File: config.mk
export PLATFORM = sky130hd
export DESIGN_NAME = wb_spi_slave_flat
export DESIGN_NICKNAME = d
export VERILOG_FILES = /design/src/rtl/wb_spi_slave_pkg.sv /design/src/rtl/wb_spi_slave_if.sv /design/src/rtl/spi_pin_sync.sv /design/src/rtl/wb_spi_slave.sv /design/src/flat_wrapper.sv
export SDC_FILE = /design/constraint.sdc
export NUM_CORES = 1
export LEC_CHECK = 0
export ABC_AREA = 1
export BUFFER_PORTS_ARGS = -buffer_cell sky130_fd_sc_hd__buf_2
export CAP_MARGIN = 5
export CELL_PAD_IN_SITES_DETAIL_PLACEMENT = 1
export CELL_PAD_IN_SITES_GLOBAL_PLACEMENT = 1
export CORE_MARGIN = 2
export CORE_UTILIZATION = 45
export CTS_CLUSTER_DIAMETER = 30
export DETAILED_ROUTE_END_ITERATION = 6
export GPL_TIMING_DRIVEN = 0
export PLACE_DENSITY_LB_ADDON = 0.1
export SKIP_CTS_REPAIR_TIMING = 1
export SLEW_MARGIN = 20
export SYNTH_ARGS = -nofsm -noshare
export SYNTH_HDL_FRONTEND = slang
export SYNTH_SLANG_ARGS = --single-unit
export TNS_END_PERCENT = 50
File: constraint.sdc
create_clock -name clk -period 2.4 [get_ports clk]
set_clock_uncertainty 0.2 [all_clocks]
set_input_delay 0.24 -clock clk [delete_from_list [all_inputs] [get_ports clk]]
set_output_delay 0.24 -clock clk [all_outputs]
set_load 0.005 [all_outputs]
File: src/rtl/wb_spi_slave_pkg.sv
// Shared types and constants for the SPI-slave to Wishbone-master bridge.
package wb_spi_slave_pkg;

  // Frame FSM state encoding, also exported on the debug port.
  typedef logic [2:0] state_t;

  localparam state_t ST_IDLE  = 3'd0;
  localparam state_t ST_CMD   = 3'd1;
  localparam state_t ST_ADDR  = 3'd2;
  localparam state_t ST_WDATA = 3'd3;
  localparam state_t ST_RPAD  = 3'd4;
  localparam state_t ST_RDATA = 3'd5;
  localparam state_t ST_WAIT  = 3'd6;

  // Host command opcodes.
  localparam logic [7:0] CMD_WRITE = 8'h02;
  localparam logic [7:0] CMD_READ  = 8'h0B;

  // Phase lengths in SCK bits.
  localparam logic [5:0] LEN_CMD  = 6'd8;
  localparam logic [5:0] LEN_ADDR = 6'd32;
  localparam logic [5:0] LEN_PAD  = 6'd8;
  localparam logic [5:0] LEN_DATA = 6'd32;

  // Word returned to the host when no valid read data is available.
  localparam logic [31:0] RD_FILL = 32'hFFFF_FFFF;

  // True when the bit being sampled is the last one of a phase.
  function automatic logic phase_done(input logic [5:0] cnt, input logic [5:0] len);
    return cnt == (len - 6'd1);
  endfunction

endpackage

File: src/rtl/wb_spi_slave_if.sv
// Wishbone classic bus bundle between the bridge (master) and the interconnect.
//
// Handshake: the master raises cyc and stb together with adr/dat/we/sel and
// holds all of them stable until it samples ack high on a rising clk edge
// (or gives up on timeout); it drops cyc/stb on the following clk. ack is
// only meaningful while cyc is high; dat_i is captured in the ack cycle.
interface wb_spi_slave_if;
  logic [31:0] wb_adr_o;
  logic [31:0] wb_dat_o;
  logic [31:0] wb_dat_i;
  logic [3:0]  wb_sel_o;
  logic        wb_we_o;
  logic        wb_cyc_o;
  logic        wb_stb_o;
  logic        wb_ack_i;

  modport master (
    output wb_adr_o, wb_dat_o, wb_sel_o, wb_we_o, wb_cyc_o, wb_stb_o,
    input  wb_dat_i, wb_ack_i
  );

  modport slave (
    input  wb_adr_o, wb_dat_o, wb_sel_o, wb_we_o, wb_cyc_o, wb_stb_o,
    output wb_dat_i, wb_ack_i
  );
endinterface

File: src/rtl/spi_pin_sync.sv
// Two-flop synchronizers for the SPI pins plus edge pulses derived from the
// synchronized history. Pulses are one clk wide and aligned with o_mosi.
module spi_pin_sync (
  input  logic clk,
  input  logic rst_n,
  input  logic i_sck,
  input  logic i_cs_n,
  input  logic i_mosi,
  output logic o_sck_rise,
  output logic o_sck_fall,
  output logic o_cs_fall,
  output logic o_cs_rise,
  output logic o_mosi
);

  // [0] and [1] form the synchronizer, [2] is the history bit for edges.
  logic [2:0] r_sck;
  logic [2:0] r_cs_n;
  logic [1:0] r_mosi;

  // Shift pin samples through the synchronizer chains; cs_n idles high.
  always_ff @(posedge clk or negedge rst_n) begin
    if (!rst_n) begin
      r_sck  <= 3'b000;
      r_cs_n <= 3'b111;
      r_mosi <= 2'b00;
    end else begin
      r_sck  <= {r_sck[1:0], i_sck};
      r_cs_n <= {r_cs_n[1:0], i_cs_n};
      r_mosi <= {r_mosi[0], i_mosi};
    end
  end

  assign o_sck_rise = r_sck[1] & ~r_sck[2];
  assign o_sck_fall = ~r_sck[1] & r_sck[2];
  assign o_cs_fall  = ~r_cs_n[1] & r_cs_n[2];
  assign o_cs_rise  = r_cs_n[1] & ~r_cs_n[2];
  assign o_mosi     = r_mosi[1];

endmodule

File: src/rtl/wb_spi_slave.sv
// SPI mode-0 slave that decodes host read/write frames and replays each as a
// single Wishbone classic master cycle. Everything runs on clk; SCK is
// oversampled through spi_pin_sync.
module wb_spi_slave
  import wb_spi_slave_pkg::*;
#(
  parameter int TIMEOUT_CYCLES = 255
) (
  input  logic           clk,
  input  logic           rst_n,
  input  logic           spi_sck,
  input  logic           spi_cs_n,
  input  logic           spi_mosi,
  output logic           spi_miso,
  output logic           busy,
  output logic           err,
  output state_t         o_dbg_state,
  wb_spi_slave_if.master wb
);

  localparam logic [7:0] TO_LAST = 8'(TIMEOUT_CYCLES - 1);

  // Synchronized pin events.
  logic w_sck_rise;
  logic w_sck_fall;
  logic w_cs_fall;
  logic w_cs_rise;
  logic w_mosi;

  // Frame FSM and shift path.
  state_t      r_state;
  logic [5:0]  r_bit_cnt;
  logic [31:0] r_sh_in;
  logic [31:0] r_sh_out;
  logic [7:0]  r_cmd;
  logic [31:0] r_adr;
  logic [31:0] r_wdat;
  logic        r_issue_wr;
  logic        r_issue_rd;
  logic        r_miso;

  // Wishbone master side.
  logic        r_cyc;
  logic        r_we;
  logic [31:0] r_adr_o;
  logic [31:0] r_dat_o;
  logic [7:0]  r_to_cnt;
  logic [31:0] r_hold;
  logic        r_rd_valid;
  logic        r_err;

  // Decoded events.
  logic [31:0] w_sh_next;
  logic [5:0]  w_phase_len;
  logic        w_in_frame;
  logic        w_bit_ev;
  logic        w_last;
  logic        w_cmd_ok;
  logic        w_bad_cmd;
  logic        w_overrun;
  logic        w_late;
  logic        w_timeout;

  spi_pin_sync u_sync (
    .clk        (clk),
    .rst_n      (rst_n),
    .i_sck      (spi_sck),
    .i_cs_n     (spi_cs_n),
    .i_mosi     (spi_mosi),
    .o_sck_rise (w_sck_rise),
    .o_sck_fall (w_sck_fall),
    .o_cs_fall  (w_cs_fall),
    .o_cs_rise  (w_cs_rise),
    .o_mosi     (w_mosi)
  );

  // Length of the phase the FSM is currently counting.
  always_comb begin
    w_phase_len = LEN_DATA;
    case (r_state)
      ST_CMD:   w_phase_len = LEN_CMD;
      ST_ADDR:  w_phase_len = LEN_ADDR;
      ST_WDATA: w_phase_len = LEN_DATA;
      ST_RPAD:  w_phase_len = LEN_PAD;
      ST_RDATA: w_phase_len = LEN_DATA;
      default:  w_phase_len = LEN_DATA;
    endcase
  end

  assign w_sh_next  = {r_sh_in[30:0], w_mosi};
  assign w_in_frame = (r_state == ST_CMD) || (r_state == ST_ADDR) ||
                      (r_state == ST_WDATA) || (r_state == ST_RPAD) ||
                      (r_state == ST_RDATA);
  // A frame bit counts only when cs_n is not changing in the same clk.
  assign w_bit_ev   = w_sck_rise & ~w_cs_rise & ~w_cs_fall & w_in_frame;
  assign w_last     = phase_done(r_bit_cnt, w_phase_len);
  assign w_cmd_ok   = (w_sh_next[7:0] == CMD_WRITE) || (w_sh_next[7:0] == CMD_READ);

  assign w_bad_cmd  = w_bit_ev & (r_state == ST_CMD) & w_last & ~w_cmd_ok;
  assign w_overrun  = w_cs_fall & ~w_cs_rise & r_cyc;
  assign w_late     = w_bit_ev & (r_state == ST_RPAD) & w_last & ~r_rd_valid;
  assign w_timeout  = r_cyc & ~wb.wb_ack_i & (r_to_cnt == TO_LAST);

  // Frame FSM: phase sequencing, bit counting, shift-in and shift-out.
  always_ff @(posedge clk or negedge rst_n) begin
    if (!rst_n) begin
      r_state    <= ST_IDLE;
      r_bit_cnt  <= '0;
      r_sh_in    <= '0;
      r_sh_out   <= '0;
      r_cmd      <= '0;
      r_adr      <= '0;
      r_wdat     <= '0;
      r_issue_wr <= 1'b0;
      r_issue_rd <= 1'b0;
    end else begin
      r_issue_wr <= 1'b0;
      r_issue_rd <= 1'b0;
      if (w_cs_rise) begin
        // Any state: frame ends or is aborted; issued cycles run on.
        r_state   <= ST_IDLE;
        r_bit_cnt <= '0;
        r_sh_out  <= '0;
      end else if (w_cs_fall) begin
        r_state   <= r_cyc ? ST_WAIT : ST_CMD;
        r_bit_cnt <= '0;
      end else if (w_bit_ev) begin
        r_sh_in <= w_sh_next;
        if (w_last) begin
          r_bit_cnt <= '0;
          case (r_state)
            ST_CMD: begin
              r_cmd   <= w_sh_next[7:0];
              r_state <= w_cmd_ok ? ST_ADDR : ST_WAIT;
            end
            ST_ADDR: begin
              r_adr <= w_sh_next;
              if (r_cmd == CMD_READ) begin
                r_state    <= ST_RPAD;
                r_issue_rd <= 1'b1;
              end else begin
                r_state <= ST_WDATA;
              end
            end
            ST_WDATA: begin
              r_wdat     <= w_sh_next;
              r_issue_wr <= 1'b1;
              r_state    <= ST_WAIT;
            end
            ST_RPAD: begin
              r_sh_out <= r_rd_valid ? r_hold : RD_FILL;
              r_state  <= ST_RDATA;
            end
            default: r_state <= ST_WAIT;
          endcase
        end else begin
          r_bit_cnt <= r_bit_cnt + 6'd1;
        end
      end else if (w_sck_fall && (r_state == ST_RDATA)) begin
        r_sh_out <= {r_sh_out[30:0], 1'b0};
      end
    end
  end

  // MISO presents the next read bit on each falling SCK; 0 outside RDATA.
  always_ff @(posedge clk or negedge rst_n) begin
    if (!rst_n) begin
      r_miso <= 1'b0;
    end else if ((r_state == ST_RDATA) && w_sck_fall && !w_cs_rise) begin
      r_miso <= r_sh_out[31];
    end else if (r_state != ST_RDATA) begin
      r_miso <= 1'b0;
    end
  end

  // Wishbone master: launch on issue, finish on ack or timeout.
  always_ff @(posedge clk or negedge rst_n) begin
    if (!rst_n) begin
      r_cyc      <= 1'b0;
      r_we       <= 1'b0;
      r_adr_o    <= '0;
      r_dat_o    <= '0;
      r_to_cnt   <= '0;
      r_hold     <= '0;
      r_rd_valid <= 1'b0;
    end else if (r_cyc) begin
      if (wb.wb_ack_i) begin
        r_cyc <= 1'b0;
        r_we  <= 1'b0;
        if (!r_we) begin
          r_hold     <= wb.wb_dat_i;
          r_rd_valid <= 1'b1;
        end
      end else if (w_timeout) begin
        r_cyc <= 1'b0;
        r_we  <= 1'b0;
        if (!r_we) begin
          r_hold     <= RD_FILL;
          r_rd_valid <= 1'b1;
        end
      end else begin
        r_to_cnt <= r_to_cnt + 8'd1;
      end
    end else if (r_issue_wr || r_issue_rd) begin
      r_cyc    <= 1'b1;
      r_we     <= r_issue_wr;
      r_adr_o  <= r_adr;
      r_dat_o  <= r_issue_wr ? r_wdat : 32'h0;
      r_to_cnt <= '0;
      if (r_issue_rd) r_rd_valid <= 1'b0;
    end
  end

  // Error pulse: bad command, overrun, late read data or bus timeout.
  always_ff @(posedge clk or negedge rst_n) begin
    if (!rst_n) begin
      r_err <= 1'b0;
    end else begin
      r_err <= w_bad_cmd | w_overrun | w_late | w_timeout;
    end
  end

  assign wb.wb_cyc_o = r_cyc;
  assign wb.wb_stb_o = r_cyc;
  assign wb.wb_we_o  = r_we;
  assign wb.wb_sel_o = r_cyc ? 4'hF : 4'h0;
  assign wb.wb_adr_o = r_adr_o;
  assign wb.wb_dat_o = r_dat_o;

  assign spi_miso    = r_miso;
  assign busy        = r_cyc;
  assign err         = r_err;
  assign o_dbg_state = r_state;

endmodule

File: src/flat_wrapper.sv
// flat-port wrapper written by rule: the top's interface ports become plain ports
module wb_spi_slave_flat import wb_spi_slave_pkg::*;
#(
  parameter int TIMEOUT_CYCLES = 255
)
  (clk, rst_n, spi_sck, spi_cs_n, spi_mosi, spi_miso, busy, err, o_dbg_state, wb_wb_adr_o, wb_wb_dat_o, wb_wb_sel_o, wb_wb_we_o, wb_wb_cyc_o, wb_wb_stb_o, wb_wb_dat_i, wb_wb_ack_i);
  wb_spi_slave_if wb_i ();
  input  logic clk;
  input  logic rst_n;
  input  logic spi_sck;
  input  logic spi_cs_n;
  input  logic spi_mosi;
  output logic spi_miso;
  output logic busy;
  output logic err;
  output state_t o_dbg_state;
  output wire logic [$bits(wb_i.wb_adr_o)-1:0] wb_wb_adr_o;
  output wire logic [$bits(wb_i.wb_dat_o)-1:0] wb_wb_dat_o;
  output wire logic [$bits(wb_i.wb_sel_o)-1:0] wb_wb_sel_o;
  output wire logic [$bits(wb_i.wb_we_o)-1:0] wb_wb_we_o;
  output wire logic [$bits(wb_i.wb_cyc_o)-1:0] wb_wb_cyc_o;
  output wire logic [$bits(wb_i.wb_stb_o)-1:0] wb_wb_stb_o;
  input wire logic [$bits(wb_i.wb_dat_i)-1:0] wb_wb_dat_i;
  input wire logic [$bits(wb_i.wb_ack_i)-1:0] wb_wb_ack_i;
  assign wb_wb_adr_o = wb_i.wb_adr_o;
  assign wb_wb_dat_o = wb_i.wb_dat_o;
  assign wb_wb_sel_o = wb_i.wb_sel_o;
  assign wb_wb_we_o = wb_i.wb_we_o;
  assign wb_wb_cyc_o = wb_i.wb_cyc_o;
  assign wb_wb_stb_o = wb_i.wb_stb_o;
  assign wb_i.wb_dat_i = wb_wb_dat_i;
  assign wb_i.wb_ack_i = wb_wb_ack_i;
  wb_spi_slave #(.TIMEOUT_CYCLES(TIMEOUT_CYCLES)) u_core (.clk(clk), .rst_n(rst_n), .spi_sck(spi_sck), .spi_cs_n(spi_cs_n), .spi_mosi(spi_mosi), .spi_miso(spi_miso), .busy(busy), .err(err), .o_dbg_state(o_dbg_state), .wb(wb_i));
endmodule
; ---- Word level (Yosys, flattened, before mapping)
; Index checks and enable logic that the tools add are counted.
[classes]
n_addsub = 3
n_eq_ne = 17
mux = 57
bitwise_logic = 31
n_reduce_logical = 28
[ops]
columns = op, count
row1 = $mux W32, 12
row2 = $mux W8, 4
row3 = $mux W6, 5
row4 = $mux W1, 27
row5 = $mux W3, 7
row6 = $and A1 B1 Y1, 17
row7 = $eq A8 B4 Y1 const B, 2
row8 = $reduce_and A5 Y1, 3
row9 = $reduce_and A3 Y1, 4
row10 = $not A1 Y1, 11
row11 = $pmux W3 S3, 1
row12 = $reduce_bool A3 Y1, 3
row13 = $add A8 B1 Y8 const B, 1
row14 = $eq A8 B2 Y1 const B, 1
row15 = $eq A8 B8 Y1 const B, 1
row16 = $reduce_bool A2 Y1, 4
row17 = $add A6 B1 Y6 const B, 1
row18 = $eq A3 B2 Y1 const B, 2
row19 = $eq A3 B3 Y1 const B, 2
row20 = $eq A6 B6 Y1, 1
row21 = $logic_or A1 B1 Y1, 6
row22 = $ne A2 B2 Y1 const B, 3
row23 = $ne A3 B2 Y1 const B, 2
row24 = $ne A3 B3 Y1 const B, 2
row25 = 9 further kinds, 14
[totals]
regBits = 263
input_bits = 38
out_inout_bits = 77
elab_cells = 157

; ---- Logic depth before layout (Yosys ltp)
; Gate-level depths: netlist of the first run.
[depth]
ltp_word = 12
ltp_mapped = 12
depth_no_buf = 11

; ---- By module
; A second synthesis of the first run with hierarchy kept.
[unflattened]
hier_cells = 1367
hier_area_um2 = 11357.1
[by_module_without_submodules]
columns = mod, n_inst, cells_each, area_per_inst_um2, seq_area_each_um2
row1 = wb_spi_slave, 1, 1351, 11123.2, 6381.1
row2 = spi_pin_sync, 1, 16, 234.0, 203.9

; ---- Worst setup path after synthesis of the first run
; Ideal clock, no wire load.
[synth_path]
path_kind = register -> register
start = reg u_core.u_sync.r_cs_n[1]
end = reg u_core.r_adr[4]
setup_time_ns = 0.119
arrival_time_ns = 1.858
required_ns = 2.081
path_slack_ns = 0.224
path_stages_with_launch = 12
n_path_buf = 1
synth_period_minus_slack_ns = 2.176
path_cell_list = dfstp_2 -> inv_1 -> ha_1 -> inv_2 -> nand2_1 -> nor2_2 -> nand2_4 -> nor2_8 -> nand3_4 -> buf_4 -> nand2_1 -> o21ai_2
[synth_between]
elab_chain_len = 6
word_cells_on_any_way = 9
cone_classes = bitwise (8) / reduce/logical (1)
[synth_rtl]
columns = item, line
row1 = start: declaration, spi_pin_sync.sv:18  ; logic [2:0] r_cs_n;
row2 = start signal: assignment, spi_pin_sync.sv:29  ; r_cs_n <= {r_cs_n[1:0], i_cs_n};
row3 = $and A1 B1 Y1 or $not A1 Y1 (tied branches), "spi_pin_sync.sv:37, spi_pin_sync.sv:36"
row4 = $not A1 Y1 (no line) or $and A1 B1 Y1 (tied branches), -
row5 = $and A1 B1 Y1 or $not A1 Y1 (tied branches), -
row6 = $and A1 B1 Y1 (2 in a row), wb_spi_slave.sv:95  ; assign w_bit_ev = w_sck_rise & ~w_cs_rise & ~w_cs_fall & w_in_frame;
row7 = $reduce_and A5 Y1 (no line) *, -
row8 = end signal: assignment, wb_spi_slave.sv:137  ; r_adr <= w_sh_next;
row9 = end: declaration, wb_spi_slave.sv:36  ; logic [31:0] r_adr;
; Mark *: on every way between the ends. The rest lies on a longest branch, timed or not.
; A chain may end at the register's enable or synchronous reset.

; ---- Worst setup path after layout of the first run
[layout_path]
start = reg u_core.u_sync.r_cs_n[2]
end = reg u_core.r_sh_out[6]
[layout_between]
elab_chain_len = 9
word_cells_on_any_way = 16
cone_classes = eq/ne (3) / mux (3) / bitwise (8) / reduce/logical (2)
[layout_rtl]
columns = item, line
row1 = $not A1 Y1, spi_pin_sync.sv:37  ; assign o_cs_rise = r_cs_n[1] & ~r_cs_n[2];
row2 = $and A1 B1 Y1, spi_pin_sync.sv:37
row3 = $not A1 Y1 (no line), -
row4 = $and A1 B1 Y1 (3 in a row), wb_spi_slave.sv:95
row5 = $mux W32, wb_spi_slave.sv:127  ; end else if (w_bit_ev) begin
row6 = $mux W32, wb_spi_slave.sv:124  ; end else if (w_cs_fall) begin
row7 = $mux W32, wb_spi_slave.sv:119  ; if (w_cs_rise) begin
row8 = end signal: assignment, wb_spi_slave.sv:151  ; r_sh_out <= r_rd_valid ? r_hold : RD_FILL;
row9 = end signal: assignment, wb_spi_slave.sv:160  ; r_sh_out <= {r_sh_out[30:0], 1'b0};
row10 = end: declaration, wb_spi_slave.sv:34  ; logic [31:0] r_sh_out;
; Parallel ways exist; a longest one is shown, timed or not. The select of a mux whose other input is x is not followed.

==> results of run 1 <==
[Yosys cell counts (5+ instances only)]
cell      number
o21ai_2       30
inv_1         96
o21ai_1       25
dfrtp_1      260
buf_2         35
nand4_1       20
nor2_1       148
o21ai_0       99
clkbuf_1      30
nand2_1      451
buf_6          5
nand2_2        5
a21oi_1        9
inv_2          5
nand3_1      100
ha_1           5
buf_4          9
[flip-flops by register name, summed over array words and instances, names as in the netlist, 2 cells and up]
register / cells
u_core.u_sync.r_mosi: 2
u_core.r_hold: 32
u_core.o_dbg_state: 3
u_core.u_sync.r_cs_n: 3
u_core.r_to_cnt: 8
u_core.r_cmd: 8
u_core.r_bit_cnt: 6
u_core.r_adr: 32
u_core.r_sh_in: 31
u_core.r_sh_out: 32
u_core.wb.wb_adr_o: 32
u_core.r_wdat: 32
u_core.u_sync.r_sck: 3
u_core.wb.wb_dat_o: 32
[kinds of logic after synthesis]
| family | share of synthesized area, % |
|---|---|
| AO/OA/AOI/OAI | 8.23 |
| AND/OR/NAND/NOR | 26.9 |
| buffers and inverters | 6.92 |
| flip-flops | 57.1 |
| XOR/XNOR | 0.304 |
| adder cells (fa/ha/maj) | 0.542 |
[cell usage in the layout (no fill, tap or decap), drive strengths merged]
cell type,n
bufinv,12
clkbuf,120
nor2,154
nand2,457
a31oi,1
nand4,20
clkinv,20
o22ai,1
ha,5
buf,180
dlygate4sd3,39
xor2,3
and2,1
nand3b,2
dfrtp,260
dfstp,3
inv,102
o21ai,154
or2,1
nor3,3
a21oi,10
clkinvlp,4
nand3,106
xnor2,1
[report_power, final]
group	switching, W	internal [W]	leakage [nW]
Combinational	0.00104	0.000550	3.57
Sequential	0.000232	0.00476	3.59
Clock	0.00274	0.00634	1.11
Total	0.00401	0.0117	8.27
[final cells by class]
type	count	share of cell area [%]
clock buffer	78	11.0
inverter	103	2.50
sequential	263	41.8
clock inverter	35	3.38
multi-input combinational	919	27.0
timing repair buffer	183	8.38
tap	330	2.62
buffer	78	3.35
[metrics by stage]
step / std cells / TNS [ps] / hold slack [ps] / worst slack (ps)
after floorplan: 1362 / 0 / -256 / 224
after global placement: 1806 / -1094210 / 135 / -4130
after detailed placement: 1809 / -24290 / -23.2 / -264
after CTS: 1922 / -31230 / -615 / -327
after global routing: 1989 / -5000 / 111 / -150
final: 1989 / -42.5 / 101 / -23.1
[worst min-delay path by stage]
stage	endpoint	slack (ps)	depth (start not counted)
floorplan	u_core.busy	-260	0
global placement	u_core.u_sync.r_sck[1]	130	0
detailed placement	u_core.wb.wb_adr_o[22]	-20	1
CTS	u_core.r_wdat[15]	-620	1
global route	u_core.u_sync.r_cs_n[0]	110	2
finish	u_core.u_sync.r_mosi[0]	100	2
[routing by layer]
layer	GRT usage [%]	share of wire [%]
met1	34.2	42
met3	4.02	4.2
met2	45.6	51
met4	7.58	3.2
met5	0	0
==> metrics.cfg, run 1 <==
[synthesis]
ys_ff_latch=263
yosysSeqAreaShare_pct=57.1
yosys-top-cells-area=dfrtp_1, nand2_1, nor2_1
synth_edf_count=0
syn_area_um2=11500
ys.flop_type=dfrtp_1
yosys_warnings=0
yosys.area.top_type=dfrtp_1
syn-num-nets=1405
syn_inst=1362
synth_area_per_cell_um2=8.47
synthDistinctLibCells=34
yosys.area.top_type_share_pct=56.4
synth_async_sr_flop_share_pct=100

[timing]
worst_slack_ps=-23.1
report.final.slew_viol_count=0
max_freq_mhz=413
period_needed_ps=2420
setup_viol=2
finalCritPeriodShare_pct=101
worstMarginPinSlew_ps=595
slew_headroom_pct=60.3
finalHoldViolCount=0

[clock_network]
h-tree-depth=2
numCtsBuffers=61
clock_latency_ps=590
cts_buffer_depth=3
cts.clk_slew.worst_paths_ps=50
clock_sink_count=263
clock-root-buffer=clkbuf_16
cts_tree=done

[routing]
wl_per_cell_um=19.6
dr.pass1.iters=5
vias=10569
wl_um=39000
drc=0
first_iter_violations=691
viasPerCell=5.31
ant_nets=0

[cells_and_area]
seq_area_um2=6590
n_fill_cell=2870
fin_util_pct=62.5
nNetsFinal=1652
multiInputGateArea_um2=4250
antenna_cells=0
final_area_um2=15800
syn_to_final_growth_pct=36.6
drive_gt1_share_pct=22.7

[setup_path]
r2r_end=u_core.r_sh_out[6]
slowest_stage=dfstp_2
crit_start=u_core.u_sync.r_cs_n[2]
crit_top_cell=nand2_4
endpoint_kind=flop
crit_path_end=u_core.r_sh_out[6]
cp_max_fo=8
worstPathCellList=inv_2 -> ha_4 -> inv_4 -> nand2_4 -> nor2_4 -> nand2_4 -> inv_4 -> nand2_2 -> nand2_4 -> clkbuf_16 -> nand2_1 -> nand2_1
reg2reg_from=u_core.u_sync.r_cs_n[2]
critPathTopFamily=simple AND/OR/NAND/NOR gates
cp.buffers_inverters=4
r2r_slack_ps=-20
critPathLaunchType=flop
reg2reg_depth=12
worst-setup-path-type=flop to flop
critPathRequiredTime_ps=2700
max_stage_delay_ps=560
worstPathArrival_ps=2720
cp.depth=12

[power]
max-vdd-ir-drop_mv=0.744
power.density_nw_per_um2=995
p_leak_nw=8.27
finalPower_w=0.0157

[floorplan]
ios=115
start_util_pct=45.8
die_y_um=164
coreArea_um2=25200
num_rows=58
dieWidth_um=164
die_area_um2=26900

[flow_run]
maxCapViolCount=0

[placement]
io_buffers=114
gp_congestion=0.801
hpwl_um=21300
dpl-instance-area_um2=12600

[run_status]
outcome=finished with violations
failed_checks=setup timing

[global_route]
grt_overflow=0
grt_pass1_wl_um=56100
grt_pass1_vias=10689
grt_antenna_before_repair=0
grtUsageTotal_pct=26.3
grt_max_degree=86

[hold_path]
min_path_type=primary input to flop
hold_path.startpoint=spi_mosi

Power figures use the tool's default switching activity.
==> run 2: changes to the inputs <==
==> constraint.sdc (replaced) <==
create_clock -name clk -period 2.4 [get_ports clk]
set_clock_uncertainty 0.2 [all_clocks]
set_input_delay 0.12 -clock clk [delete_from_list [all_inputs] [get_ports clk]]
set_output_delay 0.12 -clock clk [all_outputs]
set_load 0.005 [all_outputs]
==> run 2 against run 1 <==
  * The run still ends with setup timing left
  * Clock power is essentially flat
  * Sequential cell count stayed put
  * Sequential power hardly changed
  * Sequential share of layout area decreased by 0.15 points
  * Global-route usage stayed put
  * Clock-buffer cell count did not move
  * Wire length grew 1.1%
  * First-iteration DRC count up 12%
  * Design area up 0.37%
  * Die area did not move
  * Non-clock buffer count increased by 4
  * Critical path type unchanged
==> metrics.cfg, run 2 (synthesis results as in run 1) <==
[run_status]
outcome=finished with violations
failed_checks=setup timing

[cells_and_area]
drive_gt1_share_pct=22.7
syn_to_final_growth_pct=37.1
antenna_cells=0
fin_util_pct=62.8
mostFrequentLayoutCell=nand2_1
mostFrequentLayoutCells=nand2_1, dfrtp_1, nor2_1, buf_2, nand3_1
n_fill_cell=2867
nNetsFinal=1656

[timing]
max_freq_mhz=412
period_needed_ps=2430
worst_slack_ps=-27.2
setup_viol=3
slew_headroom_pct=61.4
report.final.slew_viol_count=0
finalCritPeriodShare_pct=101
worstMarginPinSlew_ps=579
finalHoldViolCount=0

[setup_path]
crit_top_cell=nand2_4
reg2reg_depth=11
cp.depth=11
slowest_stage=dfstp_2
worst-setup-path-type=flop to flop
cp.buffers_inverters=3
critPathRequiredTime_ps=2640
critPathLaunchType=flop
worstPathArrival_ps=2660
critPathTopFamily=simple AND/OR/NAND/NOR gates
cp_max_fo=8
endpoint_kind=flop
max_stage_delay_ps=540
worstPathCellList=inv_2 -> ha_4 -> inv_4 -> nand2_4 -> nor2_4 -> nand2_4 -> a21oi_4 -> nand2_4 -> buf_8 -> nand2_1 -> nand2_1

[floorplan]
ios=115
die_area_um2=26900
start_util_pct=45.8
num_rows=58
dieWidth_um=164
coreArea_um2=25200
die_y_um=164

[global_route]
use_met3_pct=4.02
grt_busiest_layer=met2
met1_usage_pct=34.2
grt_use_met2_pct=45.6
grt_pass1_wl_um=56100
grt_max_degree=86
grt_overflow=0
grtUsageTotal_pct=26.3
grt_pass1_vias=10689
grt_antenna_before_repair=0

[routing]
first_iter_violations=774
drc=0
dr.pass1.iters=5
viasPerCell=5.32
wl_um=39400
wl_per_cell_um=19.8
ant_nets=0
vias=10598

[hold_path]
min_path_type=primary input to flop
worstHoldPathCells=2

[power]
internal_power_w=0.0117
p_leak_nw=8.30
power.density_nw_per_um2=991
p_clk_share_pct=57.8
pwr-share-seq_pct=31.9
switching_share_pct=25.6
power.switching_w=0.00401
combPwrFrac_pct=10.3
max-vdd-ir-drop_mv=0.755

[placement]
io_buffers=114
place_ws_ps=-264
hpwl_um=21300
gp_congestion=0.801

[clock_network]
cts_tree=done
h-tree-depth=2
clock-root-buffer=clkbuf_16
cts_buffer_depth=3
clock_latency_ps=580
clock_sink_count=263
numCtsBuffers=61
cts.clk_slew.worst_paths_ps=50

[flow_run]
maxCapViolCount=0

-- run 2: changes by cell type in the layout (fill, tap and decap cells not counted), sizes merged --
cell         delta
dlygate4sd3     +3
buf             +1
-- run 2: through the flow --
step                      instances  hold slack [ps]  cell area (um^2)  total power, W  setup TNS, ps
after floorplan                1362             -376             11500         0.00586              0
after global placement         1806             25.3             12500         0.00626       -1062650
after detailed placement       1809             -143             12600         0.00633         -24290
after CTS                      1922             -735             14900          0.0154         -31230
after global routing           1993             34.5             15800          0.0162          -1670
final                          1993             37.8             15800          0.0157          -45.9
-- run 2: worst paths after layout --
check	startpoint	to	slack, ps
worst max-delay path	u_core.u_sync.r_cs_n[2]	u_core.r_sh_out[21]	-30
worst min-delay path	spi_sck	u_core.u_sync.r_sck[0]	40
worst max register to register	u_core.u_sync.r_cs_n[2]	u_core.r_sh_out[21]	-30
worst min register to register	u_core.u_sync.r_mosi[0]	u_core.u_sync.r_mosi[1]	170
max in group asynchronous	rst_n	u_core.u_sync.r_cs_n[2]	750
min in group asynchronous	rst_n	u_core.wb.wb_adr_o[22]	480
-- run 2: cell type report --
class	instances	area, um^2	share of cell area [%]
Sequential cell	263	6590	41.7
Multi-Input combinational cell	919	4250	26.9
Clock buffer	78	1730	11.0
Timing Repair Buffer	187	1380	8.71
Clock inverter	35	533	3.37
Buffer	78	528	3.34
Tap cell	330	413	2.61
Inverter	103	394	2.49
-- run 2: layer usage --
layer  vias to the layer above  wire length [um]
met5                         -                 0
met4                         0              1120
met3                       108              1510
met2                       289             20300
met1                      5369             16500
li1                       4832                 -
-- run 2: power groups by stage --
stage          clock, W  sequential (W)  combinational [W]
6_report        0.00906         0.00500            0.00161
5_1_grt         0.00936         0.00503            0.00178
4_1_cts         0.00910         0.00498            0.00134
3_5_place_dp          0         0.00503            0.00130
3_3_place_gp          0         0.00502            0.00124
2_1_floorplan         0         0.00498           0.000881
==> run 3: changes to the inputs <==
--- a/config.mk
+++ b/config.mk
@@ -11,7 +11,7 @@
 export CELL_PAD_IN_SITES_DETAIL_PLACEMENT = 1
 export CELL_PAD_IN_SITES_GLOBAL_PLACEMENT = 1
 export CORE_MARGIN = 2
-export CORE_UTILIZATION = 45
+export CORE_UTILIZATION = 40
 export CTS_CLUSTER_DIAMETER = 30
 export DETAILED_ROUTE_END_ITERATION = 6
 export GPL_TIMING_DRIVEN = 0
==> constraint.sdc (replaced) <==
create_clock -name clk -period 2.1 [get_ports clk]
set_clock_uncertainty 0.2 [all_clocks]
set_input_delay 0.105 -clock clk [delete_from_list [all_inputs] [get_ports clk]]
set_output_delay 0.105 -clock clk [all_outputs]
set_load 0.005 [all_outputs]
==> run 3 against run 2 <==
  * The flow finishes with violations (hold timing, setup timing)
  * Non-clock buffer count is 19 higher
  * Clock power is 27% higher
  * Critical path depth is 1 higher
  * Combinational power is 27% higher
  * Clock-buffer cell count is 22 higher
  * Largest power group unchanged
  * Highest routed layer unchanged
==> metrics.cfg, run 3 (synthesis results as in run 1) <==
[placement]
gp_congestion=0.753
dp_cells=1862
hpwl_um=21100
dpl-instance-area_um2=12700
io_buffers=114

[flow_run]
maxCapViolCount=0

[cells_and_area]
mostFrequentLayoutCells=nand2_1, dfrtp_1, nor2_1, buf_2, nand3_1
n_fill_cell=3212
final_cells=2077
final_area_um2=17200
antenna_cells=0
drive_gt1_share_pct=30.2
syn_to_final_growth_pct=48.9
mostFrequentLayoutCell=nand2_1
nNetsFinal=1686

[clock_network]
cts_buffer_depth=3
numCtsBuffers=72
clock-root-buffer=clkbuf_16
clock_latency_ps=560
clock_sink_count=263
cts.clk_slew.worst_paths_ps=50
cts_tree=done
h-tree-depth=3

[global_route]
grt_max_degree=93
grt_antenna_before_repair=0
grt_overflow=0
grt_pass1_wl_um=54500
grt_pass1_vias=10478
grtUsageTotal_pct=22.2

[routing]
ant_nets=0
wl_per_cell_um=18.9
wl_um=39400
drc=0
first_iter_violations=638
vias=10676
dr.pass1.iters=5
viasPerCell=5.14

[floorplan]
die_y_um=174
die_area_um2=30200
start_util_pct=40.4
num_rows=62
dieWidth_um=174
ios=115
coreArea_um2=28500

[setup_path]
cp_max_fo=7
critPathRequiredTime_ps=2320
worstPathArrival_ps=2560
worstPathCellList=inv_2 -> ha_4 -> inv_4 -> nand2_4 -> nor2_4 -> nand2_8 -> nor2_8 -> buf_6 -> nand3_4 -> clkbuf_16 -> nand2_2 -> o21ai_1
endpoint_kind=flop
max_stage_delay_ps=530
slowest_stage=dfstp_2
critPathLaunchType=flop
worst-setup-path-type=flop to flop
r2r_slack_ps=-250

[timing]
max_freq_mhz=426
setup_viol=135
period_needed_ps=2350
rsz0062_at_grt=yes
finalHoldViolCount=38
holdWs_ps=-43.5
worstMarginPinSlew_ps=681
report.final.slew_viol_count=0
finalCritPeriodShare_pct=112
worst_slack_ps=-248
slew_headroom_pct=54.6

[run_status]
failed_checks=hold timing, setup timing
outcome=finished with violations

[power]
max-vdd-ir-drop_mv=0.604
power.density_nw_per_um2=1130
p_leak_nw=8.92

[hold_path]
min_path_type=primary input to async pin

-- run 3: cell count changes in the layout (fill, tap and decap cells not counted), moves of 6 or more --
cell / previous run / this run
buf_8: 6 / 16
clkbuf_16: 65 / 86
o21ai_2: 30 / 50
nand2_2: 8 / 48
nand2_1: 446 / 369
nand2_4: 3 / 37
buf_12: 1 / 9
buf_2: 130 / 123
buf_4: 28 / 41
o21ai_1: 26 / 32
clkbuf_4: 11 / 4
o21ai_0: 98 / 72
-- run 3: report_power, final --
group	switching, W	internal, W
Combinational	0.00126	0.000788
Sequential	0.000297	0.00545
Clock	0.00322	0.00832
-- run 3: worst paths after layout --
check	end	depth (start not counted)	from
setup reg to reg	u_core.r_wdat[12]	12	u_core.u_sync.r_cs_n[1]
hold reg to reg	u_core.u_sync.r_mosi[1]	0	u_core.u_sync.r_mosi[0]
min in group clk	u_core.u_sync.r_sck[0]	2	spi_sck
max in group asynchronous	u_core.u_sync.r_cs_n[0]	3	rst_n
setup / recovery	u_core.r_wdat[12]	12	u_core.u_sync.r_cs_n[1]
hold / removal	u_core.r_wdat[18]	2	rst_n
-- run 3: metrics by stage --
step / hold slack, ps / worst slack [ps] / util, % / TNS (ps) / total power, W
floorplan: -391 / 6.12 / - / 0 / 0.00670
global placement: 10.5 / -4400 / 44.1 / -1217070 / 0.00717
detailed placement: -34.4 / -482 / 44.4 / -76700 / 0.00723
CTS: -614 / -508 / 53.2 / -83000 / 0.0188
global route: 6.22 / -311 / 60.1 / -28250 / 0.0200
finish: -43.5 / -248 / 60.1 / -15630 / 0.0193
-- run 3: area by class of cell --
type,instances,area (um^2),area share [%]
sequential,263,6590,38.4
multi-input combinational,919,4750,27.7
clock buffer,100,2060,12.0
timing repair buffer,208,1760,10.2
buffer,76,654,3.81
tap,384,480,2.80
clock inverter,24,468,2.73
inverter,103,414,2.41
-- run 3: critical path: cells and delay by family, from the launching register on --
kind / cells / cell delay, ps
buf+inv: 4 / 490
fa+ha+maj: 1 / 180
simple gates: 6 / 750
flops: 1 / 530
compound gates: 1 / 80
-- run 3: metal layers --
metal  wire length, um  track usage [%]  share of wire [%]
met1             16800             29.0                 43
met2             19600             37.6                 50
met3              1700             3.95                4.3
met4              1200             6.72                3.1
met5                 0                0                  0
